File: config.mk
export PLATFORM = sky130hd
export DESIGN_NAME = sync_fifo
export DESIGN_NICKNAME = d
export VERILOG_FILES = /design/src/rtl/sync_fifo_pkg.sv /design/src/rtl/sync_fifo_mem.sv /design/src/rtl/sync_fifo.sv
export SDC_FILE = /design/constraint.sdc
export NUM_CORES = 1
export LEC_CHECK = 0
export CAP_MARGIN = 20
export CORE_AREA = 5 5 123 213
export CTS_CLUSTER_SIZE = 30
export DETAILED_ROUTE_END_ITERATION = 7
export DIE_AREA = 0 0 128 218
export GPL_TIMING_DRIVEN = 0
export PLACE_DENSITY = 0.47
export SLEW_MARGIN = 10
export SYNTH_ARGS = -nofsm -noshare
export SYNTH_HDL_FRONTEND = slang
export SYNTH_SLANG_ARGS = --single-unit
File: constraint.sdc
create_clock -name clk -period 11.7 [get_ports clk]
set_clock_uncertainty 0.2 [all_clocks]
set_input_delay 2.34 -clock clk [delete_from_list [all_inputs] [get_ports clk]]
set_output_delay 2.34 -clock clk [all_outputs]
set_load 0.02 [all_outputs]
File: src/rtl/sync_fifo_pkg.sv
// sync_fifo_pkg: shared definitions for the synchronous FIFO.
//   fifo_addr_w()       storage address width for a given depth
//   FIFO_DEPTH_DEFAULT  default number of entries
//   fifo_status_t       status snapshot, for monitors and scoreboards
package sync_fifo_pkg;

  localparam int FIFO_DEPTH_DEFAULT = 8;

  typedef struct packed {
    logic full;
    logic empty;
    logic overflow;
    logic underflow;
  } fifo_status_t;

  function automatic int fifo_addr_w(input int depth);
    return $clog2(depth);
  endfunction

endpackage

File: src/rtl/sync_fifo_mem.sv
// sync_fifo_mem: DEPTH x DATA_WIDTH storage with one write port and one
// registered read port.
//   clk    in   clock, rising edge
//   rstn   in   synchronous active-low reset (clears rdata only)
//   we     in   write enable
//   waddr  in   write address
//   wdata  in   write data
//   re     in   read enable
//   raddr  in   read address
//   rdata  out  registered read data, held when re=0
module sync_fifo_mem #(
  parameter int DATA_WIDTH = 16,
  parameter int DEPTH      = 8,
  parameter int ADDR_W     = 3
) (
  input  logic                  clk,
  input  logic                  rstn,
  input  logic                  we,
  input  logic [ADDR_W-1:0]     waddr,
  input  logic [DATA_WIDTH-1:0] wdata,
  input  logic                  re,
  input  logic [ADDR_W-1:0]     raddr,
  output logic [DATA_WIDTH-1:0] rdata
);

  logic [DATA_WIDTH-1:0] mem_q [DEPTH];
  logic [DATA_WIDTH-1:0] rdata_q;

  // Storage is deliberately left unreset.
  always_ff @(posedge clk) begin
    if (we) begin
      mem_q[waddr] <= wdata;
    end
  end

  always_ff @(posedge clk) begin
    if (!rstn) begin
      rdata_q <= '0;
    end else if (re) begin
      rdata_q <= mem_q[raddr];
    end
  end

  assign rdata = rdata_q;

endmodule

File: src/rtl/sync_fifo.sv
// sync_fifo: single-clock FIFO with standard (non-FWFT) read; data_out is
// valid one cycle after an accepted read.
//   clk        in   clock, rising edge
//   rstn       in   synchronous active-low reset
//   w_en       in   write request
//   r_en       in   read request
//   data_in    in   write data, sampled with w_en
//   data_out   out  registered read data
//   full       out  no free entry
//   empty      out  no stored entry
//   count      out  occupancy 0..DEPTH
//   overflow   out  sticky: write rejected while full
//   underflow  out  sticky: read rejected while empty
module sync_fifo
  import sync_fifo_pkg::*;
#(
  parameter int DATA_WIDTH = 16,
  parameter int DEPTH      = FIFO_DEPTH_DEFAULT
) (
  input  logic                         clk,
  input  logic                         rstn,
  input  logic                         w_en,
  input  logic                         r_en,
  input  logic [DATA_WIDTH-1:0]        data_in,
  output logic [DATA_WIDTH-1:0]        data_out,
  output logic                         full,
  output logic                         empty,
  output logic [fifo_addr_w(DEPTH):0]  count,
  output logic                         overflow,
  output logic                         underflow
);

  localparam int ADDR_W = fifo_addr_w(DEPTH);

  if (DEPTH < 2 || (DEPTH & (DEPTH - 1)) != 0) begin : g_depth_check
    $error("sync_fifo: DEPTH must be a power of two and >= 2");
  end

  logic [ADDR_W:0] wptr_q, wptr_d;
  logic [ADDR_W:0] rptr_q, rptr_d;
  logic            overflow_q, overflow_d;
  logic            underflow_q, underflow_d;
  logic            wr_ok, rd_ok;

  // Status comes from the registered pointers only. The extra pointer MSB
  // tells a full buffer apart from an empty one.
  assign empty = (wptr_q == rptr_q);
  assign full  = (wptr_q[ADDR_W] != rptr_q[ADDR_W]) &&
                 (wptr_q[ADDR_W-1:0] == rptr_q[ADDR_W-1:0]);
  assign count = wptr_q - rptr_q;

  // A write into a full FIFO is accepted when a read frees the oldest slot
  // in the same cycle.
  assign wr_ok = w_en & (~full | r_en);
  assign rd_ok = r_en & ~empty;

  always_comb begin
    wptr_d      = wptr_q;
    rptr_d      = rptr_q;
    overflow_d  = overflow_q;
    underflow_d = underflow_q;
    if (wr_ok) begin
      wptr_d = wptr_q + 1'b1;
    end
    if (rd_ok) begin
      rptr_d = rptr_q + 1'b1;
    end
    if (w_en & full & ~r_en) begin
      overflow_d = 1'b1;
    end
    if (r_en & empty) begin
      underflow_d = 1'b1;
    end
  end

  always_ff @(posedge clk) begin
    if (!rstn) begin
      wptr_q      <= '0;
      rptr_q      <= '0;
      overflow_q  <= 1'b0;
      underflow_q <= 1'b0;
    end else begin
      wptr_q      <= wptr_d;
      rptr_q      <= rptr_d;
      overflow_q  <= overflow_d;
      underflow_q <= underflow_d;
    end
  end

  assign overflow  = overflow_q;
  assign underflow = underflow_q;

  // Requests during reset must not touch storage or data_out.
  sync_fifo_mem #(
    .DATA_WIDTH (DATA_WIDTH),
    .DEPTH      (DEPTH),
    .ADDR_W     (ADDR_W)
  ) u_mem (
    .clk   (clk),
    .rstn  (rstn),
    .we    (wr_ok & rstn),
    .waddr (wptr_q[ADDR_W-1:0]),
    .wdata (data_in),
    .re    (rd_ok & rstn),
    .raddr (rptr_q[ADDR_W-1:0]),
    .rdata (data_out)
  );

endmodule

==> flow_metrics.py <==
metrics = {
    "floorplanning": {
        "std_cell_rows": 76,
        "core_area_sq_um": 24300,
        "start_util_pct": 24.6,
        "dieHeight_microns": 218,
        "fp.dieArea_sq_um": 27900,
        "die-width_microns": 128,
        "io_pins": 44,
    },
    "run_status": {
        "status": "finished clean",
    },
    "synthesis": {
        "yosysMostFrequentCell": "edfxtp_1",
        "ys_async_sr_fraction_pct": 0,
        "synth_edf_count": 128,
        "synth_top_area_cell": "edfxtp_1",
        "syn_avg_cell_area_sq_um": 16.8,
        "ys_ff_latch": 154,
        "yosys_most_used_dff": "edfxtp_1",
        "synth_top_area_share_pct": 64.2,
        "synth_cell_types": 35,
        "synth_seq_area_share_pct": 72.9,
        "synthTopCellsByArea": "edfxtp_1 (64%), dfxtp_1 (8.7%), mux4_2 (6.4%), mux2i_1 (5.4%), a21oi_1 (2.9%)",
        "syn_inst": 356,
        "synth_nets": 382,
        "yosys_warnings": 0,
        "syn_area_sq_um": 5980,
        "synth_commonest_cells": "edfxtp_1 (128), a21oi_1 (35), mux2i_1 (32)",
    },
    "worst_setup_path": {
        "reg2reg_slack_ns": 7.44,
        "cp_max_fo": 10,
        "path_class": "flop to output port",
        "arrival_ns": 3.48,
        "crit_path_end_kind": "output port",
        "critPathRequiredTime_ns": 9.16,
        "start_kind": "flop",
    },
    "clock_network": {
        "ctsHoldBuffers": 0,
        "cts.path.max_buffers": 2,
        "clk_latency_ns": 0.42,
        "ctsResizeCount": 0,
        "cts_tree": "yes",
        "clk_transition_reported_paths_ns": 0.06,
        "cts_setup_buffers": 0,
        "cts.sinks": 154,
        "htree_levels": 4,
        "cts_made_buffers": 17,
        "clockRootBuffer": "clkbuf_16",
    },
    "pwr": {
        "leakagePower_nw": 2.42,
        "p_per_area_nw_per_um2": 184,
        "p_sw_mw": 0.355,
        "combPwrFrac_pct": 18.3,
        "clockPowerShare_pct": 36.4,
        "peakVddDrop_mv": 0.100,
        "seqPwrFrac_pct": 45.3,
        "swShare_pct": 25.6,
        "internal-power_mw": 1.03,
    },
    "timing": {
        "timing.fmax_mhz": 166,
        "period_share_pct": 51.5,
        "worst_pin_slew_ns": 0.888,
        "drv_slew": 0,
        "hold_viol_final": 0,
        "rsz0062_at_grt": "no",
        "setup_viol": 0,
        "layout_min_cycle_time_ns": 6.02,
        "tns_ns": 0,
        "relSlewSlack_pct": 40.3,
    },
    "detailed_routing": {
        "drc": 0,
        "post_drt_wl_per_cell_microns": 19.1,
        "postRouteAntennaNets": 0,
        "drt-total-wl_mm": 14.5,
        "drt_pass1_iterations": 5,
        "num_vias": 3321,
        "drtIter0Drc": 239,
        "via_per_inst": 4.38,
    },
    "global_routing": {
        "grt_pass1_vias": 3446,
        "gr-usage-all-layers_pct": 10.8,
        "antenna_found_initial": 0,
        "grt_overflow_total": 0,
        "grt_max_degree": 17,
        "grt_pass1_wl_mm": 21.5,
    },
    "layout": {
        "drive_gt1_share_pct": 19.2,
        "nNetsFinal": 460,
        "antennaDiodeCount": 0,
        "area_growth_pct": 26.0,
        "fin_area_sq_um": 7540,
    },
    "placed_design": {
        "placed_area_sq_um": 7000,
        "hpwl_mm": 10.5,
        "port_buffers": 42,
        "gp_congestion": 0.707,
    },
    "job": {
        "maxCapViolCount": 0,
    },
    "min_path": {
        "worstHoldPathType": "flop to flop",
    },
}
## path summary, 6_finish.rpt
path              startpoint                  to  depth (start not counted)
setup / recovery   rptr_q[1]            count[3]                          8
hold / removal     underflow           underflow                          2
setup reg to reg   rptr_q[1]  u_mem.mem_q[4][10]                         10
hold reg to reg    underflow           underflow                          2
## power by group through the flow
stage	registers, mW	clock network, mW	logic [mW]
final	0.627	0.505	0.254
after floorplan	0.653	0	0.141
after detailed placement	0.639	0	0.260
after global routing	0.629	0.544	0.273
after global placement	0.638	0	0.254
after CTS	0.628	0.518	0.260
## stage by stage
stage / std cells / total power [mW] / setup WS [ns] / utilization, % / hold WS (ns)
CTS: 759 / 1.41 / 5.59 / 31.0 / 0.292
detailed placement: 727 / 0.898 / 6.07 / 28.8 / 0.276
global placement: 710 / 0.892 / 4.61 / 27.9 / 0.279
finish: 759 / 1.39 / 5.68 / 31.0 / 0.287
floorplan: 356 / 0.794 / 6.77 / - / 0.318
global route: 759 / 1.45 / 5.43 / 31.0 / 0.311
## layout by cell type (no fill, tap or decap), types with 3 or more instances in the layout
cell,netlist,final
clkdlybuf4s50_1,0,42
nand3_1,4,4
mux4_2,17,17
nand2_1,11,11
clkinv_2,0,5
a21oi_1,35,35
buf_6,5,15
nor3_2,0,6
xnor2_1,4,4
nor2_1,3,3
ha_1,5,5
o21ai_0,16,16
o22ai_1,15,15
clkbuf_16,0,17
dfxtp_1,26,26
edfxtp_1,128,128
inv_1,8,8
buf_2,4,5
mux2i_1,32,32
buf_4,3,9
clkbuf_1,9,13
## registers in the layout, indices dropped and copies added (netlist names)
name / flops
u_mem.rdata: 16
wptr_q: 4
underflow: 1
overflow: 1
u_mem.mem_q: 128
rptr_q: 4
## logic make-up after synthesis
group | count (synthesis) | synth area share (%)
buf+inv | 29 | 2.72
fa+ha+maj | 6 | 1.38
xor+xnor | 6 | 1.00
simple gates | 36 | 2.93
mux | 49 | 11.8
compound gates | 76 | 7.28
flops | 154 | 72.9
## cell type report
class	instances	area, sq um
Fill cell	2440	16800
Sequential cell	154	4360
Multi-Input combinational cell	173	1500
Timing Repair Buffer	59	583
Clock buffer	23	468
Tap cell	312	390
Buffer	21	133
Clock inverter	9	73.8
Inverter	8	30.0
## metal layers
metal / GRT usage (%) / up-vias / part of all wire [%]
li1: - / 1546 / -
met1: 11.2 / 1679 / 38
met4: 5.52 / 0 / 3.5
met5: 0 / - / 0
met2: 19.5 / 76 / 55
met3: 3.11 / 20 / 3.6
## worst max-delay path, stage by stage (launching register included)
cell	delay, ns
dfxtp_1	0.46
clkbuf_1	0.52
clkbuf_1	0.53
inv_1	0.11
ha_1	0.33
a21o_1	0.16
a21oi_1	0.19
xnor2_1	0.13
clkdlybuf4s50_1	0.62
Power figures use the tool's default switching activity.
